===== src/rtl/mem_stage.sv =====
// Pipeline memory stage: EX/MEM register, data-memory req/ack FSM, byte-lane steering and load extension.
// Optional build macro MISALIGN_TRAP_EN turns misaligned halfword/word accesses into traps instead of memory requests.
module mem_stage #(
    parameter int AW = 32,
    parameter int DW = 32
) (
    input  logic          clk,
    input  logic          rst_n,
    input  logic          stall_in,
    input  logic [31:0]   dInst,
    input  logic          dMemWr,
    input  logic          dMemToReg,
    input  logic          dRegWr,
    input  logic          dJal,
    input  logic          dLoadext,
    input  logic [1:0]    dDsize,
    input  logic [1:0]    dFPoint,
    input  logic [DW-1:0] dALUout,
    input  logic [DW-1:0] dBusB,
    input  logic [4:0]    dRw,
    input  logic [DW-1:0] dDelayslot2,
    output logic          dmem_req,
    output logic          dmem_we,
    output logic [AW-1:0] dmem_addr,
    output logic [3:0]    dmem_be,
    output logic [DW-1:0] dmem_wdata,
    input  logic [DW-1:0] dmem_rdata,
    input  logic          dmem_ack,
    output logic          stall_out,
    output logic [31:0]   wbInst,
    output logic          wbRegWr,
    output logic [4:0]    wbRw,
    output logic [DW-1:0] wbData,
    output logic [1:0]    wbFPoint,
    output logic          misalign
);

    typedef enum logic [0:0] {IDLE = 1'b0, WAIT = 1'b1} state_t;

    state_t        state_r, state_next_s;
    logic [31:0]   q_inst_r;
    logic          q_memwr_r, q_memtoreg_r, q_regwr_r, q_jal_r, q_loadext_r;
    logic [1:0]    q_dsize_r, q_fpoint_r;
    logic [DW-1:0] q_aluout_r, q_busb_r, q_delayslot2_r;
    logic [4:0]    q_rw_r;
    logic          mem_op_s, mis_s, access_s, stall_s;
    logic [DW-1:0] result_s;

    // Big-endian byte enables: bit 3 is the most significant byte lane.
    function automatic logic [3:0] lane_be(input logic [1:0] size, input logic [1:0] a);
        case (size)
            2'b01:   lane_be = a[1] ? 4'b0011 : 4'b1100;
            2'b10:   lane_be = 4'b1000 >> a;
            default: lane_be = 4'b1111;
        endcase
    endfunction

    function automatic logic [DW-1:0] store_lanes(input logic [1:0] size, input logic [DW-1:0] busb);
        case (size)
            2'b01:   store_lanes = {2{busb[15:0]}};
            2'b10:   store_lanes = {4{busb[7:0]}};
            default: store_lanes = busb;
        endcase
    endfunction

    function automatic logic [DW-1:0] load_extend(input logic [1:0] size, input logic [1:0] a,
                                                  input logic ext, input logic [DW-1:0] rdata);
        logic [15:0] half;
        logic [7:0]  byte_v;
        half = a[1] ? rdata[15:0] : rdata[31:16];
        case (a)
            2'b00:   byte_v = rdata[31:24];
            2'b01:   byte_v = rdata[23:16];
            2'b10:   byte_v = rdata[15:8];
            default: byte_v = rdata[7:0];
        endcase
        case (size)
            2'b01:   load_extend = {{16{ext & half[15]}}, half};
            2'b10:   load_extend = {{24{ext & byte_v[7]}}, byte_v};
            default: load_extend = rdata;
        endcase
    endfunction

    assign mem_op_s = q_memwr_r | q_memtoreg_r;
`ifdef MISALIGN_TRAP_EN
    assign mis_s = mem_op_s & (((q_dsize_r == 2'b01) & q_aluout_r[0]) |
                               (((q_dsize_r == 2'b00) | (q_dsize_r == 2'b11)) & (q_aluout_r[1:0] != 2'b00)));
`else
    assign mis_s = 1'b0;
`endif
    assign access_s  = mem_op_s & ~mis_s;
    assign stall_s   = access_s & ~dmem_ack;
    assign stall_out = stall_s;

    // Request FSM state register.
    always_ff @(posedge clk) begin
        if (!rst_n) begin
            state_r <= IDLE;
        end else begin
            state_r <= state_next_s;
        end
    end

    // Next-state and memory-port drive; EX/MEM is held while waiting, so dmem_* stay stable.
    always_comb begin
        state_next_s = state_r;
        dmem_req     = 1'b0;
        case (state_r)
            IDLE: begin
                dmem_req = access_s;
                if (access_s && !dmem_ack) begin
                    state_next_s = WAIT;
                end else begin
                    state_next_s = IDLE;
                end
            end
            WAIT: begin
                dmem_req = 1'b1;
                if (dmem_ack) begin
                    state_next_s = IDLE;
                end else begin
                    state_next_s = WAIT;
                end
            end
            default: begin
                state_next_s = IDLE;
                dmem_req     = 1'b0;
            end
        endcase
    end

    assign dmem_we    = dmem_req & q_memwr_r;
    assign dmem_be    = dmem_req ? lane_be(q_dsize_r, q_aluout_r[1:0]) : 4'b0000;
    assign dmem_addr  = {q_aluout_r[AW-1:2], 2'b00};
    assign dmem_wdata = store_lanes(q_dsize_r, q_busb_r);

    // Write-back result selection: link value beats load data beats ALU result.
    always_comb begin
        result_s = q_aluout_r;
        if (q_jal_r) begin
            result_s = q_delayslot2_r;
        end else if (q_memtoreg_r) begin
            result_s = load_extend(q_dsize_r, q_aluout_r[1:0], q_loadext_r, dmem_rdata);
        end else begin
            result_s = q_aluout_r;
        end
    end

    // EX/MEM register: hold while busy, bubble on upstream stall, else capture execute outputs.
    always_ff @(posedge clk) begin
        if (!rst_n || (!stall_s && stall_in)) begin
            q_inst_r       <= 32'd0;
            q_memwr_r      <= 1'b0;
            q_memtoreg_r   <= 1'b0;
            q_regwr_r      <= 1'b0;
            q_jal_r        <= 1'b0;
            q_loadext_r    <= 1'b0;
            q_dsize_r      <= 2'b00;
            q_fpoint_r     <= 2'b00;
            q_aluout_r     <= '0;
            q_busb_r       <= '0;
            q_rw_r         <= 5'd0;
            q_delayslot2_r <= '0;
        end else if (!stall_s) begin
            q_inst_r       <= dInst;
            q_memwr_r      <= dMemWr;
            q_memtoreg_r   <= dMemToReg;
            q_regwr_r      <= dRegWr;
            q_jal_r        <= dJal;
            q_loadext_r    <= dLoadext;
            q_dsize_r      <= dDsize;
            q_fpoint_r     <= dFPoint;
            q_aluout_r     <= dALUout;
            q_busb_r       <= dBusB;
            q_rw_r         <= dRw;
            q_delayslot2_r <= dDelayslot2;
        end
    end

    // MEM/WB register: a stall cycle writes a bubble so the held access retires exactly once.
    always_ff @(posedge clk) begin
        if (!rst_n) begin
            wbInst   <= 32'd0;
            wbRegWr  <= 1'b0;
            wbRw     <= 5'd0;
            wbData   <= '0;
            wbFPoint <= 2'b00;
        end else if (stall_s) begin
            wbRegWr  <= 1'b0;
        end else begin
            wbInst   <= q_inst_r;
            wbRegWr  <= q_regwr_r & ~mis_s;
            wbRw     <= q_rw_r;
            wbData   <= result_s;
            wbFPoint <= q_fpoint_r;
        end
    end

`ifdef MISALIGN_TRAP_EN
    logic misalign_r;

    // Trap flag travels with the write-back fields for one cycle.
    always_ff @(posedge clk) begin
        if (!rst_n) begin
            misalign_r <= 1'b0;
        end else if (stall_s) begin
            misalign_r <= 1'b0;
        end else begin
            misalign_r <= mis_s;
        end
    end
    assign misalign = misalign_r;
`else
    assign misalign = 1'b0;
`endif

endmodule


===== config.mk =====
export PLATFORM = sky130hd
export DESIGN_NAME = mem_stage
export DESIGN_NICKNAME = d
export VERILOG_FILES = /design/src/rtl/mem_stage.sv
export SDC_FILE = /design/constraint.sdc
export NUM_CORES = 1
export LEC_CHECK = 0
export ABC_CLOCK_PERIOD_IN_PS = 5150
export BUFFER_PORTS_ARGS = -buffer_cell sky130_fd_sc_hd__buf_2
export CORE_MARGIN = 4
export CORE_UTILIZATION = 25
export CTS_CLUSTER_SIZE = 28
export DETAILED_ROUTE_END_ITERATION = 6
export PLACE_DENSITY_LB_ADDON = 0.05
export SETUP_SLACK_MARGIN = 0.02
export SKIP_CTS_REPAIR_TIMING = 1
export SLEW_MARGIN = 20
export SYNTH_ARGS = -nofsm -noshare
export SYNTH_HDL_FRONTEND = slang
export SYNTH_SLANG_ARGS = --single-unit

===== constraint.sdc =====
create_clock -name clk -period 5.15 [get_ports clk]
set_input_delay 0.2575 -clock clk [delete_from_list [all_inputs] [get_ports clk]]
set_output_delay 0.2575 -clock clk [all_outputs]
set_load 0.005 [all_outputs]

# Word level (Yosys, flattened, before mapping)
# Index checks and enable logic that the tools add are counted.
totals:
  input_bits: 178
  regBits: 215
  wordCells: 54
op_classes:
  shifts: 1
  eq_ne: 4
  mux: 15
  n_reduce_logical: 8
  bitwise_logic: 8
ops:
  columns: ["op", "n"]
  rows:
  - ["$pmux W32 S2", 2]
  - ["$mux W32", 2]
  - ["$pmux W8 S3", 1]
  - ["$mux W16", 1]
  - ["$mux W8", 2]
  - ["$mux W4", 2]
  - ["$pmux W4 S2", 1]
  - ["$and A1 B1 Y1", 4]
  - ["$eq A2 B1 Y1 const B", 2]
  - ["$eq A2 B2 Y1 const B", 2]
  - ["$pmux W1 S2", 2]
  - ["$shr A4 B2 Y4 const A", 1]
  - ["$logic_not A1 Y1", 3]
  - ["$not A1 Y1", 3]
  - ["$logic_and A1 B1 Y1", 2]
  - ["$logic_not A2 Y1", 1]
  - ["$mux W1", 2]
  - ["$reduce_or A2 Y1", 1]
  - ["$logic_or A1 B1 Y1", 1]
  - ["$or A1 B1 Y1", 1]

# Depth between registers and ports, before layout
depth:
  ltp_word: 8
  mapped_depth: 9

# Worst setup path before layout
# Ideal clock, no wire load.
synth_path:
  path_type: "register to output"
  start: "register q_dsize_r[0]"
  end: "output dmem_be[0]"
  t_arrival_ns: 1.542
  stages_incl_launch_ff: 7
  n_path_buf: 1
  required_time_ns: 4.893
  path_slack_ns: 3.350
  cell_sequence: "dfxtp_1 -> inv_1 -> ha_1 -> buf_2 -> clkinv_1 -> o21ai_1 -> and2_1"
synth_between:
  elab_chain_cells: 3
  elab_cells_between_ends: 4
  classes_between: "2 x eq/ne; 2 x mux"
synth_lines:
  columns: ["element", "line_no", "rtl"]
  rows:
  - ["start: declaration", "43", "logic [1:0] q_dsize_r, q_fpoint_r;"]
  - ["start signal: assignment", "171", "q_dsize_r <= dDsize;"]
  - ["$eq A2 B2 Y1 or $eq A2 B1 Y1 (tied branches)", "51", "case (size)"]
  - ["$pmux W4 S2 (*)", "51", null]
  - ["$mux W4 (*)", "133", "assign dmem_be = dmem_req ? lane_be(q_dsize_r, q_aluout_r[1:0]) : 4'b0000;"]
  - ["end: declaration", "25", "output logic [3:0] dmem_be,"]
# Mark *: on every way between the ends. The rest lies on a longest branch, timed or not.

# Worst setup path in the final report
layout_path:
  start: "register q_dsize_r[1]"
  end: "output dmem_be[0]"
# The elaborated chain is that of the path after synthesis.

==> impl_metrics.env <==
export IMPL_synthTopCellsByArea="dfxtp_1 46%, nand2_1 16%, a21oi_1 7.7%"
export IMPL_ys_ff_latch=215
export IMPL_worstPathMaxFanout=20
export IMPL_via_per_inst=4.734
export IMPL_grt_pass1_wl_microns=55950
export IMPL_maxSlewViolCount=0
export IMPL_power_density_nw_per_um2=340.1
export IMPL_setup_worst_path_start_class="flip-flop"
export IMPL_finalNetCount=1704
export IMPL_async_flop_share_pct=0
export IMPL_start_util_pct=25.35
export IMPL_clock_root_buffer="clkbuf_16"
export IMPL_die_w_microns=200.9
export IMPL_cap_violations=0
export IMPL_clock_fmax_ghz=0.3220
export IMPL_critPathArrivalTime_ps=2850
export IMPL_n_fill_cell=3971
export IMPL_cts_clk_slew_worst_paths_ps=60
export IMPL_fin_area_sq_um=13020
export IMPL_peakVddDrop_v=0.0002052
export IMPL_hold_ws_ps=-21.90
export IMPL_clock_skew_ps=8.428
export IMPL_hp_class="primary input to flip-flop"
export IMPL_total_power_mw=4.429
export IMPL_grt_pass1_vias=8763
export IMPL_p_leak_nw=5.697
export IMPL_synthCells=1179
export IMPL_clockBufferDepth=3
export IMPL_rsz0062_at_grt="no"
export IMPL_drive_gt1_share_pct=25.73
export IMPL_drc=0
export IMPL_critPathMaxStageDelay_ps=870
export IMPL_synth_top_area_cell="dfxtp_1"
export IMPL_hpwlAfterDp_microns=25430
export IMPL_synth_edf_count=0
export IMPL_avgSynthCellArea_sq_um=7.890
export IMPL_synth_top_cell_area_share_pct=46.27
export IMPL_routabilityCongestion=0.7493
export IMPL_port_buffers=318
export IMPL_period_needed_ps=3105
export IMPL_track_usage_pct=17.47
export IMPL_fin_ws_ps=2045
export IMPL_violations="hold timing"
export IMPL_drt_iter0_drc=491
export IMPL_core_area_sq_um=36700
export IMPL_outcome="complete, but fails checks"
export IMPL_firstDrtPassIters=5
export IMPL_clock_latency_ps=530
export IMPL_synth_yosys_seq_area_share_pct=46.27
export IMPL_synth_top_cells_by_count="399 x nand2_1, 215 x dfxtp_1, 143 x a21oi_1"
export IMPL_pre_cts_ws_ps=2401
export IMPL_cts_htree_levels=1
export IMPL_ant_nets=0
export IMPL_grt_max_degree=114
export IMPL_setup_viol=0
export IMPL_synth_distinct_cells=50
export IMPL_num_vias=9529
export IMPL_ioPinCount=322
export IMPL_grt_ovfl_total=0
export IMPL_numCtsBuffers=27
export IMPL_crit_buf_inv=2
export IMPL_finalCritPeriodShare_pct=60.29
export IMPL_syn_area_sq_um=9303
export IMPL_crit_family="adder cells"
export IMPL_antenna_found_initial=2
export IMPL_num_rows=70
export IMPL_end_kind="primary output"
export IMPL_ys_warn_count=0
export IMPL_cp_slowest_cell="ha_1"
export IMPL_ys_flop_type="dfxtp_1"
export IMPL_critical_path_class="flip-flop to primary output"
export IMPL_area_delta_synth_final_pct=39.97
export IMPL_cp_required_ps=4890
export IMPL_die_h_microns=200.9
export IMPL_yosysMostFrequentCell="nand2_1"
export IMPL_timing_slew_headroom_pct=27.35
export IMPL_post_dp_cell_area_sq_um=10860
export IMPL_worstMarginPinSlew_ps=1090
export IMPL_dieArea_sq_um=40360
export IMPL_routedWlPerCell_microns=19.13
export IMPL_fin_setup_tns_ps=0
export IMPL_drt_total_wl_microns=38500
export IMPL_cts_sinks=215
export IMPL_cts_tree="done"
export IMPL_hold_violations=9
export IMPL_crit_chain="inv_1, ha_1, a21oi_2, o21ai_1, and2_1, buf_2"
## metal layers
| layer | vias to the layer above | track usage (%) | routed length [microns] | part of all wire [%] |
|---|---|---|---|---|
| li1 | 4702 | - | - | - |
| met1 | 4494 | 24.57 | 18120 | 47 |
| met2 | 296 | 27.69 | 17640 | 46 |
| met3 | 37 | 4.120 | 2122 | 5.5 |
| met4 | 0 | 3.196 | 628 | 1.6 |
| met5 | - | 0 | 0 | 0 |
## cells in the final DEF (no fill, tap or decap), types with 27 or more instances in the layout
cell type	n
buf_2	318
a21boi_0	39
nand2_1	398
dlygate4sd3_1	125
a22oi_1	29
a21oi_1	143
dfxtp_1	215
o21ai_0	40
o22ai_1	30
clkbuf_16	27
## area by class of cell
type | instances | area [sq um] | area share (%)
well taps | 468 | 585.6 | 4.497
clock buffers | 42 | 822.0 | 6.313
inverters | 9 | 38.79 | 0.2979
diodes | 2 | 5.005 | 0.03844
multi-input cells | 816 | 4234 | 32.52
clock inverters | 6 | 86.33 | 0.6630
repair buffers | 455 | 2945 | 22.62
flip-flops and latches | 215 | 4304 | 33.05
## cells by family (layout without fill, tap and decap cells)
family	Yosys count	count (layout)	synth area share [%]
other	1	5	0.04031
adder cells (fa/ha/maj)	2	2	0.2690
buffers and inverters	150	512	8.514
multiplexers	10	10	1.224
flip-flops	215	215	46.27
AO/OA/AOI/OAI	358	358	25.12
AND/OR/NAND/NOR	443	443	18.56
## where the power goes
group	internal, mW	switching, mW
combinational	0.283	0.361
sequential	1.76	0.0746
clock	1.19	0.762
total	3.23	1.20
## stage by stage
| stage | util (%) | cells |
|---|---|---|
| after floorplan | - | 1181 |
| after global placement | 29.58 | 1838 |
| after detailed placement | 29.58 | 1838 |
| after CTS | 32.06 | 1886 |
| after global routing | 35.48 | 2013 |
| final | 35.48 | 2013 |
## path summary, 6_finish.rpt
path / startpoint / endpoint / slack [ps] / cells past startpoint
setup reg to reg: q_memtoreg_r / wbData[27] / 2430 / 5
hold reg to reg: q_fpoint_r[0] / q_fpoint_r[0] / 450 / 2
setup / recovery: q_dsize_r[1] / dmem_be[0] / 2040 / 6
hold / removal: dBusB[0] / q_busb_r[0] / -20 / 3
## tightest hold or removal path, delay by kind of cell
kind            cells  cell delay [ps]
buf+inv             1              100
simple gates        1               50
compound gates      1               50
## sequential cells by signal, summed over array words and instances (netlist names), 2 cells and up
| register | count |
|---|---|
| q_aluout_r | 32 |
| q_busb_r | 32 |
| q_delayslot2_r | 32 |
| q_dsize_r | 2 |
| q_fpoint_r | 2 |
| q_inst_r | 32 |
| q_rw_r | 5 |
| wbData | 32 |
| wbFPoint | 2 |
| wbInst | 32 |
| wbRw | 5 |
(Power assumes the default switching activity.)
